--- src/rtl/ir_nec_pkg.sv ---
// rtl/ir_nec_pkg.sv - shared states, default durations and widths for the NEC IR sequencer
package ir_nec_pkg;

    typedef enum logic [2:0] {
        IDLE,
        HMARK,
        HSPACE,
        BMARK,
        BSPACE,
        SMARK
    } state_e;

    localparam int HDR_MARK_DEF   = 9000;
    localparam int HDR_SPACE_DEF  = 4500;
    localparam int BIT_MARK_DEF   = 560;
    localparam int ZERO_SPACE_DEF = 560;
    localparam int ONE_SPACE_DEF  = 1690;
    localparam int CNT_W_DEF      = 14;
    localparam int FRAME_BITS     = 32;
    localparam int BIT_IDX_W      = $clog2(FRAME_BITS);

endpackage

--- src/rtl/ir_phase_timer.sv ---
// rtl/ir_phase_timer.sv - tick-driven phase counter that pulses expire on the last tick of a phase
module ir_phase_timer
    import ir_nec_pkg::*;
#(
    parameter int CNT_W = CNT_W_DEF
) (
    input  logic             in_clk,
    input  logic             rst_n,
    input  logic             clear,
    input  logic             tick,
    input  logic [CNT_W-1:0] limit,
    output logic             expire
);

    logic [CNT_W-1:0] cnt_q;
    logic [CNT_W-1:0] cnt_d;

    // Expire must not depend on clear: the owner clears on the expiring cycle.
    assign expire = tick && (cnt_q == (limit - CNT_W'(1)));

    always_comb begin
        cnt_d = cnt_q;
        if (clear) begin
            cnt_d = '0;
        end else if (tick) begin
            cnt_d = cnt_q + CNT_W'(1);
        end
    end

    always_ff @(posedge in_clk or negedge rst_n) begin
        if (!rst_n) begin
            cnt_q <= '0;
        end else begin
            cnt_q <= cnt_d;
        end
    end

endmodule

--- src/rtl/ir_nec_sequencer.sv ---
// rtl/ir_nec_sequencer.sv - sequences one NEC IR frame and drives the carrier enable
module ir_nec_sequencer
    import ir_nec_pkg::*;
#(
    parameter int HDR_MARK   = HDR_MARK_DEF,
    parameter int HDR_SPACE  = HDR_SPACE_DEF,
    parameter int BIT_MARK   = BIT_MARK_DEF,
    parameter int ZERO_SPACE = ZERO_SPACE_DEF,
    parameter int ONE_SPACE  = ONE_SPACE_DEF,
    parameter int CNT_W      = CNT_W_DEF
) (
    input  logic        in_clk,
    input  logic        rst_n,
    input  logic        tick,
    input  logic        start,
    input  logic [31:0] data,
    output logic        busy,
    output logic        mark,
    output logic        done
);

    state_e               state_q, state_d;
    logic [31:0]          shift_q, shift_d;
    logic [BIT_IDX_W-1:0] bit_idx_q, bit_idx_d;
    logic                 busy_q, busy_d;
    logic                 mark_q, mark_d;
    logic                 done_q, done_d;

    logic                 phase_clear;
    logic                 phase_expire;
    logic [CNT_W-1:0]     phase_limit;

    ir_phase_timer #(
        .CNT_W (CNT_W)
    ) u_timer (
        .in_clk (in_clk),
        .rst_n  (rst_n),
        .clear  (phase_clear),
        .tick   (tick),
        .limit  (phase_limit),
        .expire (phase_expire)
    );

    always_comb begin
        phase_limit = CNT_W'(BIT_MARK);
        case (state_q)
            HMARK:   phase_limit = CNT_W'(HDR_MARK);
            HSPACE:  phase_limit = CNT_W'(HDR_SPACE);
            BSPACE:  phase_limit = shift_q[0] ? CNT_W'(ONE_SPACE) : CNT_W'(ZERO_SPACE);
            default: phase_limit = CNT_W'(BIT_MARK);
        endcase
    end

    always_comb begin
        state_d   = state_q;
        shift_d   = shift_q;
        bit_idx_d = bit_idx_q;
        done_d    = 1'b0;
        case (state_q)
            IDLE: begin
                if (start) begin
                    shift_d   = data;
                    bit_idx_d = '0;
                    state_d   = HMARK;
                end
            end
            HMARK:  if (phase_expire) state_d = HSPACE;
            HSPACE: if (phase_expire) state_d = BMARK;
            BMARK:  if (phase_expire) state_d = BSPACE;
            BSPACE: begin
                if (phase_expire) begin
                    shift_d   = shift_q >> 1;
                    bit_idx_d = bit_idx_q + BIT_IDX_W'(1);
                    state_d   = (bit_idx_q == BIT_IDX_W'(FRAME_BITS - 1)) ? SMARK : BMARK;
                end
            end
            SMARK: begin
                if (phase_expire) begin
                    state_d = IDLE;
                    done_d  = 1'b1;
                end
            end
            default: state_d = IDLE;
        endcase
    end

    // Holding the counter clear in IDLE keeps a tick coincident with start uncounted.
    assign phase_clear = (state_q == IDLE) || phase_expire;

    // Outputs are decoded from the next state so they change on the same edge as the state.
    assign busy_d = (state_d != IDLE);
    assign mark_d = (state_d == HMARK) || (state_d == BMARK) || (state_d == SMARK);

    always_ff @(posedge in_clk or negedge rst_n) begin
        if (!rst_n) begin
            state_q   <= IDLE;
            shift_q   <= '0;
            bit_idx_q <= '0;
            busy_q    <= 1'b0;
            mark_q    <= 1'b0;
            done_q    <= 1'b0;
        end else begin
            state_q   <= state_d;
            shift_q   <= shift_d;
            bit_idx_q <= bit_idx_d;
            busy_q    <= busy_d;
            mark_q    <= mark_d;
            done_q    <= done_d;
        end
    end

    assign busy = busy_q;
    assign mark = mark_q;
    assign done = done_q;

endmodule

--- config.mk ---
export PLATFORM = sky130hd
export DESIGN_NAME = ir_nec_sequencer
export DESIGN_NICKNAME = d
export VERILOG_FILES = /design/src/rtl/ir_nec_pkg.sv /design/src/rtl/ir_phase_timer.sv /design/src/rtl/ir_nec_sequencer.sv
export SDC_FILE = /design/constraint.sdc
export NUM_CORES = 1
export LEC_CHECK = 0
export ABC_AREA = 1
export CAP_MARGIN = 20
export CORE_MARGIN = 2
export CORE_UTILIZATION = 50
export CTS_CLUSTER_SIZE = 12
export DETAILED_ROUTE_END_ITERATION = 7
export GPL_TIMING_DRIVEN = 0
export PLACE_DENSITY = 0.74
export SLEW_MARGIN = 20
export SYNTH_ARGS = -nofsm -noshare
export SYNTH_HDL_FRONTEND = slang
export SYNTH_SLANG_ARGS = --single-unit
--- constraint.sdc ---
create_clock -name in_clk -period 2.1 [get_ports in_clk]
set_input_delay 0.21 -clock in_clk [delete_from_list [all_inputs] [get_ports in_clk]]
set_output_delay 0.21 -clock in_clk [all_outputs]
set_load 0.03 [all_outputs]
==> After elaboration in Yosys (flattened, before gate mapping) <==
Cells that the tools add are included.
W data, S select, Z words.
{ "totals": {"register_bits": 57, "latch_bits": 0, "ramBits": 0, "mem_bits_ro": 0, "inputBits": 36, "out_inout_bits": 3, "n_memories": 0} }
{ "classes": {"n_addsub": 3, "n_mul": 0, "div": 0, "magnitude_cmp": 0, "n_eq_ne": 12, "shifts": 0, "mux": 20, "bitwise": 0, "n_reduce_logical": 9} }
{ "op_table": {"columns": ["operator", "count"], "rows": [
  ["$mux W32", 2],
  ["$pmux W32 S2", 1],
  ["$pmux W14 S3", 1],
  ["$mux W14", 2],
  ["$mux W3", 7],
  ["$pmux W3 S6", 1],
  ["$add A14 B1 Y14 const B", 1],
  ["$eq A14 B14 Y1", 1],
  ["$sub A14 B1 Y14 const B", 1],
  ["$mux W11", 1],
  ["$mux W5", 2],
  ["$pmux W5 S2", 1],
  ["$eq A3 B2 Y1 const B", 3],
  ["$eq A3 B3 Y1 const B", 3],
  ["$eq A3 B1 Y1 const B", 2],
  ["$add A5 B1 Y5 const B", 1],
  ["$eq A5 B5 Y1 const B", 1],
  ["$ne A2 B2 Y1 const B", 2],
  ["$reduce_bool A2 Y1", 2],
  ["$logic_not A3 Y1", 1],
  ["$logic_or A1 B1 Y1", 3],
  ["$reduce_and A3 Y1", 1],
  ["$reduce_bool A3 Y1", 1],
  ["$mux W1", 2],
  ["$logic_and A1 B1 Y1", 1]
]} }

==> Depth between registers and ports, before layout <==
Gate-level depths: netlist of run 1.
{ "logic_depth": {"ltp_word": 10, "depth_mapped": 17, "depth_no_buf": 15} }

==> Cells and area by module <==
Synthesis of run 1 repeated with hierarchy kept, for this count alone.
{ "hier_totals": {"cells_unflattened": 489, "area_unflattened_um2": 3691.0} }
{ "modules_own_cells": {"columns": ["module", "instances", "cells_per_inst", "area_per_inst_um2"], "rows": [
  ["ir_nec_sequencer", 1, 288, 2416.1],
  ["ir_phase_timer", 1, 201, 1275.0]
]} }

==> Least setup slack after synthesis of run 1 <==
No wires, ideal clock.
{ "synth_timing": {"path_type": "register to register", "start": "reg state_q[0]", "end": "reg shift_q[3]", "setup_ns": 0.126, "arrival_ns": 2.091, "required_ns": 1.974, "slack_ns": -0.117, "path_stages_with_launch": 13, "synth_period_minus_slack_ns": 2.217, "cell_sequence": "dfrtp_1 -> nor2_4 -> nand3_4 -> ha_1 -> xnor2_1 -> nor2_1 -> nand2_1 -> nor3_4 -> nand4_2 -> nand2_2 -> buf_6 -> buf_6 -> o21ai_0"} }
{ "synth_via": {"elab_chain_len": 7} }
{ "synth_lines": {"columns": ["item", "line", "source"], "rows": [
  ["start, declared", "ir_nec_sequencer.sv:22", "state_e state_q, state_d;"],
  ["start signal, assigned", "ir_nec_sequencer.sv:103", "state_q <= state_d;"],
  ["$eq A3 B3 Y1, or another cell as far along", "ir_nec_sequencer.sv:46, ir_nec_sequencer.sv:59", null],
  ["$pmux W14 S3", "ir_nec_sequencer.sv:46", "case (state_q)"],
  ["$sub A14 B1 Y14", "ir_phase_timer.sv:19", "assign expire = tick && (cnt_q == (limit - CNT_W'(1)));"],
  ["$eq A14 B14 Y1", "ir_phase_timer.sv:19", null],
  ["$logic_and A1 B1 Y1", "ir_phase_timer.sv:19", null],
  ["$ne A2 B2 Y1 (no source line)", null, null],
  ["$reduce_and A3 Y1 (no source line)", null, null],
  ["end signal, assigned", "ir_nec_sequencer.sv:104", "shift_q <= shift_d;"],
  ["end, declared", "ir_nec_sequencer.sv:23", "logic [31:0] shift_q, shift_d;"]
]} }
Several ways; a longest one is shown, not always the timed one.
A chain may end at the register's enable or synchronous reset.

==> Worst setup path after layout of run 1 <==
{ "layout_timing": {"start": "reg state_q[1]", "end": "reg shift_q[13]"} }
Same word-level chain as after synthesis.

==> results of run 1 <==
## sequential cells by signal, indices dropped and copies added, names as in the netlist
signal,flops
shift_q,32
u_timer.cnt_q,14
bit_idx_q,5
state_q,3
busy,1
done,1
mark,1
## cell type report
class	instances	area, sq um	share of cell area
Multi-Input combinational cell	285	1850	0.390
Sequential cell	57	1430	0.301
Timing Repair Buffer	68	783	0.165
Inverter	59	244	0.0514
Buffer	14	159	0.0335
Clock buffer	10	138	0.0290
Tap cell	77	96.3	0.0203
Clock inverter	4	45.0	0.00950
## layer usage
metal | vias to the layer above | global-route usage | part of all wire
met1 | 1416 | 0.278 | 0.43
li1 | 1508 | - | -
met5 | - | 0 | 0
met4 | 0 | 0.0909 | 0.031
met2 | 87 | 0.377 | 0.50
met3 | 31 | 0.0590 | 0.043
## synth_stat cells, drive strengths merged
master,number
nand2,119
o21ai,72
inv,58
dfrtp,57
nor2,25
nand3,24
a21oi,10
nor3,10
nand4,9
buf,8
clkbuf,6
ha,4
a31oi,3
a221oi,2
xnor2,2
a211oi,1
clkinv,1
nand3b,1
nor4,1
o21a,1
xor2,1
## how the worst min path moves through the flow
stage	slack, ps	cells after the start	end	from
3_5_place_dp	160	1	done$_DFF_PN0_	rst_n
2_1_floorplan	-90	0	bit_idx_q[0]$_DFFE_PN0P_	rst_n
5_1_grt	350	2	busy$_DFF_PN0_	rst_n
6_report	330	2	done$_DFF_PN0_	rst_n
3_3_place_gp	470	2	bit_idx_q[4]$_DFFE_PN0P_	bit_idx_q[4]$_DFFE_PN0P_
4_1_cts	330	2	busy$_DFF_PN0_	rst_n
## logic make-up after synthesis
family	synth area share
AND/OR/NAND/NOR	0.263
AO/OA/AOI/OAI	0.171
flip-flops	0.442
buffers and inverters	0.100
adder cells (fa/ha/maj)	0.0155
XOR/XNOR	0.00814
## power groups by stage
stage	Clock, mW	Combinational (mW)	Sequential (mW)
after detailed placement	0	0.707	1.48
after floorplan	0	0.504	1.46
after global placement	0	0.675	1.47
after CTS	1.01	0.786	1.46
final	1.00	0.938	1.47
after global routing	1.06	1.04	1.49
## what timing repair did
| action | in CTS | in global routing |
|---|---|---|
| buffers inserted | 17 | 6 |
| gates cloned | 3 | 5 |
| hold buffers | 1 | 0 |
| pin swaps | 8 | 17 |
| setup endpoints to repair | 56 | 57 |
| resized for setup | 54 | 88 |
| hold endpoints to repair | 27 | 0 |
## metrics by stage
step           hold slack, ps  std cells  instance area (sq um)  setup TNS, ps
6_report                  327        574                   4740          -9620
5_1_grt                   348        574                   4740         -15470
4_1_cts                   330        566                   4270          -8080
3_5_place_dp              161        531                   3740         -20050
3_3_place_gp              471        530                   3730         -78920
2_1_floorplan           -85.6        415                   3250          -1710
==> impl_metrics.env, run 1 <==
export IMPL_regToRegEndpoint="shift_q[13]$_DFFE_PN0P_"
export IMPL_p_clk_frac=0.294
export IMPL_post_dp_hpwl_microns=5120
export IMPL_tritoncts="built"
export IMPL_io_buffers=38
export IMPL_ir_worst_vdd_mv=0.510
export IMPL_flow_area_growth_from_synthesis_pct=46.9
export IMPL_die_w_microns=84.4
export IMPL_required_ps=2370
export IMPL_seqPwrFrac=0.432
export IMPL_period_share=1.11
export IMPL_crit_slowest_cell="dfrtp_2"
export IMPL_syn_inst=415
export IMPL_cts_sinks=57
export IMPL_drv_cap=0
export IMPL_worstHoldPathType="primary input to asynchronous set/reset pin"
export IMPL_antenna_found_initial=0
export IMPL_fin_worst_skew_ps=5.65
export IMPL_core_sq_um=6310
export IMPL_clkTransAtPathRegs_ps=60
export IMPL_slew_viol_final=0
export IMPL_rrSetupSlack_ps=-230
export IMPL_hold_viol=0
export IMPL_mappedNetlistNets=455
export IMPL_drive_above_1_share=0.326
export IMPL_antenna_left=0
export IMPL_rsz0062_at_grt="yes"
export IMPL_end_kind="flop"
export IMPL_endpoint="shift_q[13]$_DFFE_PN0P_"
export IMPL_layout_common_cells="nand2_1 (83), dfrtp_1 (55), inv_1 (52)"
export IMPL_slew_headroom=0.706
export IMPL_netlist_area_sq_um=3230
export IMPL_start_kind="flop"
export IMPL_clk_path_buf_depth=2
export IMPL_n_fill_cell=446
export IMPL_firstDrtPassIters=4
export IMPL_synth_seq_cells=57
export IMPL_crit_top_cell="nand2_2"
export IMPL_dp_slack_ps=-466
export IMPL_tightest_slew_ps=441
export IMPL_fmax_mhz=428
export IMPL_routed_via_density=5.30
export IMPL_power_switching_mw=1.07
export IMPL_initialDrtViolationCount=179
export IMPL_switching_share=0.313
export IMPL_cts_buffers=9
export IMPL_die_area_sq_um=7120
export IMPL_n_antenna_cell=0
export IMPL_timing_final_ws_setup_ps=-234
export IMPL_grt_max_degree=31
export IMPL_cpLargestDelayFamily="simple AND/OR/NAND/NOR gates"
export IMPL_synth_area_per_cell_sq_um=7.78
export IMPL_combPwrFrac=0.275
export IMPL_grt_pass1_wl_microns=12800
export IMPL_drt_total_wl_microns=8420
export IMPL_crit_type="flop to flop"
export IMPL_ys_top_cells_by_area="dfrtp_1 (44%), nand2_1 (13%), o21ai_0 (7.3%)"
export IMPL_crit_fanout=5
export IMPL_reg2reg_from="state_q[1]$_DFF_PN0_"
export IMPL_wl_per_cell_microns=14.7
export IMPL_start_util=0.511
export IMPL_cp_num_buf_inv=2
export IMPL_setup_violations=56
export IMPL_globalplace_congestion=0.867
export IMPL_crit_cells=13
export IMPL_final_core_util=0.751
export IMPL_vias=3042
export IMPL_rows=29
export IMPL_io_pins=39
export IMPL_yosysSeqAreaShare=0.442
export IMPL_die_height_microns=84.4
export IMPL_clock_latency_ps=340
export IMPL_status="finished, violations left"
export IMPL_p_leak_nw=2.23
export IMPL_layout_commonest_cell="nand2_1"
export IMPL_grt_overflow_total=0
export IMPL_finish_net_count=534
export IMPL_worstPathArrival_ps=2610
export IMPL_reg2regPathDepth=13
export IMPL_synth_cell_type_count=32
export IMPL_power_total_mw=3.42
export IMPL_drc=0
export IMPL_crit_path_max_incr_delay_ps=440
export IMPL_startpoint="state_q[1]$_DFF_PN0_"
export IMPL_grt_pass1_vias=2866
export IMPL_power_density_nw_per_um2=720
export IMPL_grtUsageTotal=0.225
export IMPL_path_cells="nor2_4, nand3_4, ha_4, xnor2_2, nor2_2, nand2_2, nor3_4, nand4_2, nand2_4, buf_12, clkbuf_16, nand2_2, o21ai_2"
export IMPL_p_int_mw=2.35
export IMPL_ys_warn_count=0
export IMPL_synth_area_leader_cell="dfrtp_1"
export IMPL_cts_root_buffer="clkbuf_8"
export IMPL_htree_levels=3
export IMPL_synth_top_area_frac=0.442
export IMPL_fin_crit_ps=2330
export IMPL_violations="negative setup slack"
Note: power is estimated with default switching activity, not from simulation.
==> run 2, diff against run 1 <==
--- a/config.mk
+++ b/config.mk
@@ -12,7 +12,7 @@
 export CTS_CLUSTER_SIZE = 12
 export DETAILED_ROUTE_END_ITERATION = 7
 export GPL_TIMING_DRIVEN = 0
-export PLACE_DENSITY = 0.74
+export PLACE_DENSITY = 0.71
 export SLEW_MARGIN = 20
 export SYNTH_ARGS = -nofsm -noshare
 export SYNTH_HDL_FRONTEND = slang
==> constraint.sdc (replaced) <==
create_clock -name in_clk -period 2.5 [get_ports in_clk]
set_input_delay 0.25 -clock in_clk [delete_from_list [all_inputs] [get_ports in_clk]]
set_output_delay 0.25 -clock in_clk [all_outputs]
set_load 0.03 [all_outputs]
==> run 2 against run 1 <==
The flow now finishes without violations; register-to-register slack improved by 390 ps; worst hold slack worse by 43 ps; wire length fell by 13%; worst setup slack better by 390 ps; non-clock buffer count fell by 21.
==> impl_metrics.env, run 2 (synthesis results as in run 1) <==
export IMPL_initialDrtViolationCount=162
export IMPL_dpl_instance_area_sq_um=3730
export IMPL_path_cells="nor2_4, nand3_4, ha_4, xnor2_1, nor2_1, nand2_1, nor3_4, nand3_2, o21ai_0, nand2_1, nor2_1, nand2_1"
export IMPL_regMostFlops="shift_q"
export IMPL_crit_type="flop to flop"
export IMPL_globalplace_congestion=0.885
export IMPL_cts_buffers=9
export IMPL_crit_path_max_incr_delay_ps=450
export IMPL_fin_worst_skew_ps=12.5
export IMPL_top_regs="shift_q x32, u_timer.cnt_q x14, bit_idx_q x5"
export IMPL_grt_pass1_wl_microns=13000
export IMPL_tightest_slew_ps=456
export IMPL_clk_path_buf_depth=2
export IMPL_crit_top_cell="nand2_1"
export IMPL_reg2reg_from="state_q[0]$_DFF_PN0_"
export IMPL_die_w_microns=84.4
export IMPL_antenna_found_initial=0
export IMPL_drc=0
export IMPL_die_height_microns=84.4
export IMPL_start_kind="flop"
export IMPL_die_area_sq_um=7120
export IMPL_reg2regPathDepth=12
export IMPL_setup_violations=0
export IMPL_startpoint="state_q[0]$_DFF_PN0_"
export IMPL_layout_common_cells="nand2_1 (115), dfrtp_1 (55), inv_1 (53)"
export IMPL_grt_max_degree=51
export IMPL_slew_viol_final=0
export IMPL_crit_slowest_cell="dfrtp_2"
export IMPL_antenna_left=0
export IMPL_crit_fanout=7
export IMPL_ir_worst_vdd_mv=0.509
export IMPL_htree_levels=3
export IMPL_tritoncts="built"
export IMPL_hold_viol=0
export IMPL_fin_crit_ps=2340
export IMPL_clkTransAtPathRegs_ps=70
export IMPL_vias=2871
export IMPL_largest_reg_flops=32
export IMPL_worstPathArrival_ps=2550
export IMPL_io_buffers=38
export IMPL_regToRegEndpoint="busy$_DFF_PN0_"
export IMPL_flow_area_growth_from_synthesis_pct=26.8
export IMPL_slew_headroom=0.694
export IMPL_n_antenna_cell=0
export IMPL_grt_overflow_total=0
export IMPL_clock_latency_ps=330
export IMPL_fmax_mhz=427
export IMPL_firstDrtPassIters=4
export IMPL_post_dp_hpwl_microns=5110
export IMPL_routed_via_density=5.17
export IMPL_end_kind="flop"
export IMPL_cts_sinks=57
export IMPL_rrSetupSlack_ps=160
export IMPL_finalNonFillerCells=555
export IMPL_period_share=0.936
export IMPL_grt_pass1_vias=2785
export IMPL_required_ps=2710
export IMPL_dp_cells=531
export IMPL_status="finished, final reports clean"
export IMPL_worst_hold_slack_ps=284
export IMPL_rows=29
export IMPL_cts_root_buffer="clkbuf_8"
export IMPL_worstHoldPathType="primary input to asynchronous set/reset pin"
export IMPL_power_total_mw=2.83
export IMPL_start_util=0.511
export IMPL_grtUsageTotal=0.225
export IMPL_layout_commonest_cell="nand2_1"
export IMPL_design_area_sq_um=4100
export IMPL_drt_total_wl_microns=7340
export IMPL_core_sq_um=6310
export IMPL_power_density_nw_per_um2=690
export IMPL_drive_above_1_share=0.159
export IMPL_p_leak_nw=1.94
export IMPL_wl_per_cell_microns=13.2
export IMPL_io_pins=39
export IMPL_finish_net_count=513
export IMPL_rsz0062_at_grt="yes"
export IMPL_drv_cap=0
-- run 2: changes by cell type in the layout (fill, tap and decap cells not counted), sizes merged --
cell / before / now
buf: 33 / 16
bufbuf: 0 / 1
bufinv: 1 / 2
clkbuf: 21 / 18
clkinv: 4 / 2
inv: 58 / 59
-- run 2: worst max-delay path by stage --
stage	slack (ps)	end	cells past startpoint
final	160	busy$_DFF_PN0_	12
after global routing	-40	shift_q[0]$_DFFE_PN0P_	12
after global placement	-690	shift_q[9]$_DFFE_PN0P_	1
after floorplan	280	shift_q[3]$_DFFE_PN0P_	12
after detailed placement	-170	u_timer.cnt_q[1]$_DFFE_PN0P_	12
after CTS	10	shift_q[0]$_DFFE_PN0P_	12
-- run 2: power by group --
group          total, mW  internal (mW)  switching [mW]
Combinational      0.606          0.281           0.325
Clock              0.992          0.618           0.374
Sequential          1.23           1.13           0.102
-- run 2: area by class of cell --
cell class              instances  area [sq um]
clock buffers                  12           155
multi-input cells             285          1510
flip-flops and latches         57          1430
inverters                      59           226
clock inverters                 4          73.8
well taps                      77          96.3
plain buffers                  14           113
repair buffers                 47           493
fillers                       587          2220
-- run 2: routing by layer --
metal / wire, microns / global-route usage / vias up
met3: 304 / 0.0551 / 18
li1: - / - / 1464
met5: 0 / 0 / -
met4: 145 / 0.0765 / 0
met2: 3480 / 0.367 / 66
met1: 3420 / 0.298 / 1323
-- run 2: critical path: cells and delay by family (launching register included) --
| family | cells | cell delay [ps] |
|---|---|---|
| simple gates | 9 | 1200 |
| flops | 1 | 450 |
| fa+ha+maj | 1 | 240 |
| compound gates | 1 | 220 |
| xor+xnor | 1 | 120 |
-- run 2: repair_timing --
action	4_1_cts	5_1_grt
setup buffers	5	1
hold endpoints to repair	19	0
pin swaps	5	5
setup endpoints to repair	47	46
hold buffers	1	0
gates resized for setup	8	3
gates cloned	1	0
-- run 2: through the flow --
step / worst slack (ps) / TNS [ps] / utilization
after floorplan: 283 / 0 / -
after global routing: -36.0 / -58.4 / 0.649
after global placement: -693 / -41950 / 0.587
after CTS: 13.3 / 0 / 0.644
final: 160 / 0 / 0.649
after detailed placement: -169 / -5600 / 0.591
==> run 3, diff against run 2 <==
--- a/config.mk
+++ b/config.mk
@@ -13,6 +13,7 @@
 export DETAILED_ROUTE_END_ITERATION = 7
 export GPL_TIMING_DRIVEN = 0
 export PLACE_DENSITY = 0.71
+export REMOVE_ABC_BUFFERS = 1
 export SLEW_MARGIN = 20
 export SYNTH_ARGS = -nofsm -noshare
 export SYNTH_HDL_FRONTEND = slang
==> constraint.sdc (replaced) <==
create_clock -name in_clk -period 2.5 [get_ports in_clk]
set_input_delay 0.25 -clock in_clk [delete_from_list [all_inputs] [get_ports in_clk]]
set_output_delay 0.25 -clock in_clk [all_outputs]
set_load 0.01 [all_outputs]
==> run 3 against run 2 <==
Worst setup slack got worse by 30 ps; final area rose by 0.18%; sequential cell count did not move; wire length fell by 2.0%; critical path depth fell by 1; sequential power barely moved; combinational power barely moved; largest power group unchanged; clock skew fell by 4.6 ps; sequential share of layout area barely moved; register-to-register slack got worse by 30 ps; highest routed layer unchanged; global-route usage fell by 0.26 points.
==> impl_metrics.env, run 3 (synthesis results as in run 1) <==
export IMPL_p_leak_nw=1.94
export IMPL_timing_final_ws_setup_ps=130
export IMPL_vias=2873
export IMPL_start_util=0.511
export IMPL_worstHoldPathType="primary input to asynchronous set/reset pin"
export IMPL_switching_share=0.294
export IMPL_grtUsageTotal=0.223
export IMPL_ir_worst_vdd_mv=0.442
export IMPL_setup_violations=0
export IMPL_htree_levels=3
export IMPL_io_pins=39
export IMPL_tightest_slew_ps=734
export IMPL_globalplace_congestion=0.853
export IMPL_worstPathArrival_ps=2590
export IMPL_slew_headroom=0.511
export IMPL_largest_reg_flops=32
export IMPL_hold_viol=0
export IMPL_core_sq_um=6310
export IMPL_power_total_mw=2.71
export IMPL_required_ps=2720
export IMPL_crit_type="flop to flop"
export IMPL_grt_pass1_vias=2829
export IMPL_path_cells="nor2_4, nand3_4, ha_4, xnor2_1, nor2_1, nand2_1, nor3_4, nand4_4, buf_4, nand2_4, o21ai_2"
export IMPL_period_share=0.948
export IMPL_cts_buffers=9
export IMPL_regMostFlops="shift_q"
export IMPL_initialDrtViolationCount=188
export IMPL_p_clk_frac=0.321
export IMPL_power_density_nw_per_um2=660
export IMPL_post_dp_hpwl_microns=4440
export IMPL_status="finished, final reports clean"
export IMPL_grt_max_degree=58
export IMPL_fin_crit_ps=2370
export IMPL_crit_fanout=16
export IMPL_drv_cap=0
export IMPL_clkTransAtPathRegs_ps=70
export IMPL_layout_commonest_cell="nand2_1"
export IMPL_layout_common_cells="nand2_1 (114), dfrtp_1 (54), inv_1 (52)"
export IMPL_drt_total_wl_microns=7200
export IMPL_io_buffers=38
export IMPL_tritoncts="built"
export IMPL_rows=29
export IMPL_dp_slack_ps=-496
export IMPL_fin_worst_skew_ps=7.96
export IMPL_n_antenna_cell=0
export IMPL_die_w_microns=84.4
export IMPL_die_height_microns=84.4
export IMPL_finish_net_count=514
export IMPL_die_area_sq_um=7120
export IMPL_clk_path_buf_depth=2
export IMPL_drc=0
export IMPL_crit_slowest_cell="dfrtp_2"
export IMPL_crit_path_max_incr_delay_ps=440
export IMPL_antenna_left=0
export IMPL_firstDrtPassIters=4
export IMPL_antenna_found_initial=0
export IMPL_end_kind="flop"
export IMPL_wl_per_cell_microns=13.0
export IMPL_top_regs="shift_q x32, u_timer.cnt_q x14, bit_idx_q x5"
export IMPL_drive_above_1_share=0.180
export IMPL_clock_latency_ps=340
export IMPL_cts_sinks=57
export IMPL_power_switching_mw=0.796
export IMPL_grt_pass1_wl_microns=12600
export IMPL_slew_viol_final=0
export IMPL_flow_area_growth_from_synthesis_pct=27.0
export IMPL_start_kind="flop"
export IMPL_grt_overflow_total=0
export IMPL_fmax_mhz=422
export IMPL_seqPwrFrac=0.455
export IMPL_routed_via_density=5.18
export IMPL_rrSetupSlack_ps=130
export IMPL_combPwrFrac=0.224
export IMPL_cts_root_buffer="clkbuf_8"
export IMPL_p_int_mw=1.91
==> run 3: power groups by stage <==
stage	clock network [mW]	registers (mW)	logic, mW
after floorplan	0	1.22	0.410
after global placement	0	1.24	0.547
after detailed placement	0	1.25	0.565
after CTS	0.891	1.23	0.592
after global routing	0.930	1.26	0.703
final	0.868	1.23	0.607
==> run 3: area by class of cell <==
type,count,area [sq um]
clock inverter,3,40.0
inverter,59,225
tap,77,96.3
sequential,57,1430
multi-input combinational,288,1590
clock buffer,12,155
fill,576,2210
timing repair buffer,59,563
==> run 3: final timing paths <==
| check | startpoint | to | cells after the start |
|---|---|---|---|
| min in group in_clk | bit_idx_q[4]$_DFFE_PN0P_ | bit_idx_q[4]$_DFFE_PN0P_ | 2 |
| min | rst_n | u_timer.cnt_q[13]$_DFFE_PN0P_ | 2 |
| max in group asynchronous | rst_n | state_q[0]$_DFF_PN0_ | 2 |
| max reg2reg | state_q[1]$_DFF_PN0_ | shift_q[7]$_DFFE_PN0P_ | 11 |
| max | state_q[1]$_DFF_PN0_ | shift_q[7]$_DFFE_PN0P_ | 11 |
| min reg2reg | bit_idx_q[4]$_DFFE_PN0P_ | bit_idx_q[4]$_DFFE_PN0P_ | 2 |
==> run 3: worst max-delay path: cells and delay by family (launching register included) <==
| kind | cells | cell delay, ps |
|---|---|---|
| AND/OR/NAND/NOR | 7 | 1170 |
| flip-flops | 1 | 440 |
| adder cells (fa/ha/maj) | 1 | 250 |
| buffers and inverters | 1 | 200 |
| XOR/XNOR | 1 | 120 |
| AO/OA/AOI/OAI | 1 | 80 |
==> run 3: through the flow <==
stage	hold WS [ps]	cell area (sq um)	TNS [ps]	util	std cells
CTS	506	3980	0	0.630	545
global placement	474	3600	-95620	0.571	516
floorplan	-45.6	3130	-23190	-	401
global route	529	4100	-291	0.650	555
finish	499	4100	0	0.650	555
detailed placement	356	3630	-15300	0.575	517
==> run 3: routing by layer <==
metal	wire (microns)	global-route usage
met2	3500	0.360
met1	3290	0.289
met5	0	0
met4	83	0.0938
met3	321	0.0521
==> run 3: timing repair <==
action,4_1_cts,5_1_grt
hold buffers,1,0
pin swaps,6,6
resized for setup,7,8
setup buffers,9,10
gates cloned,3,0
endpoints found under the hold margin,51,0
setup endpoints to repair,45,50
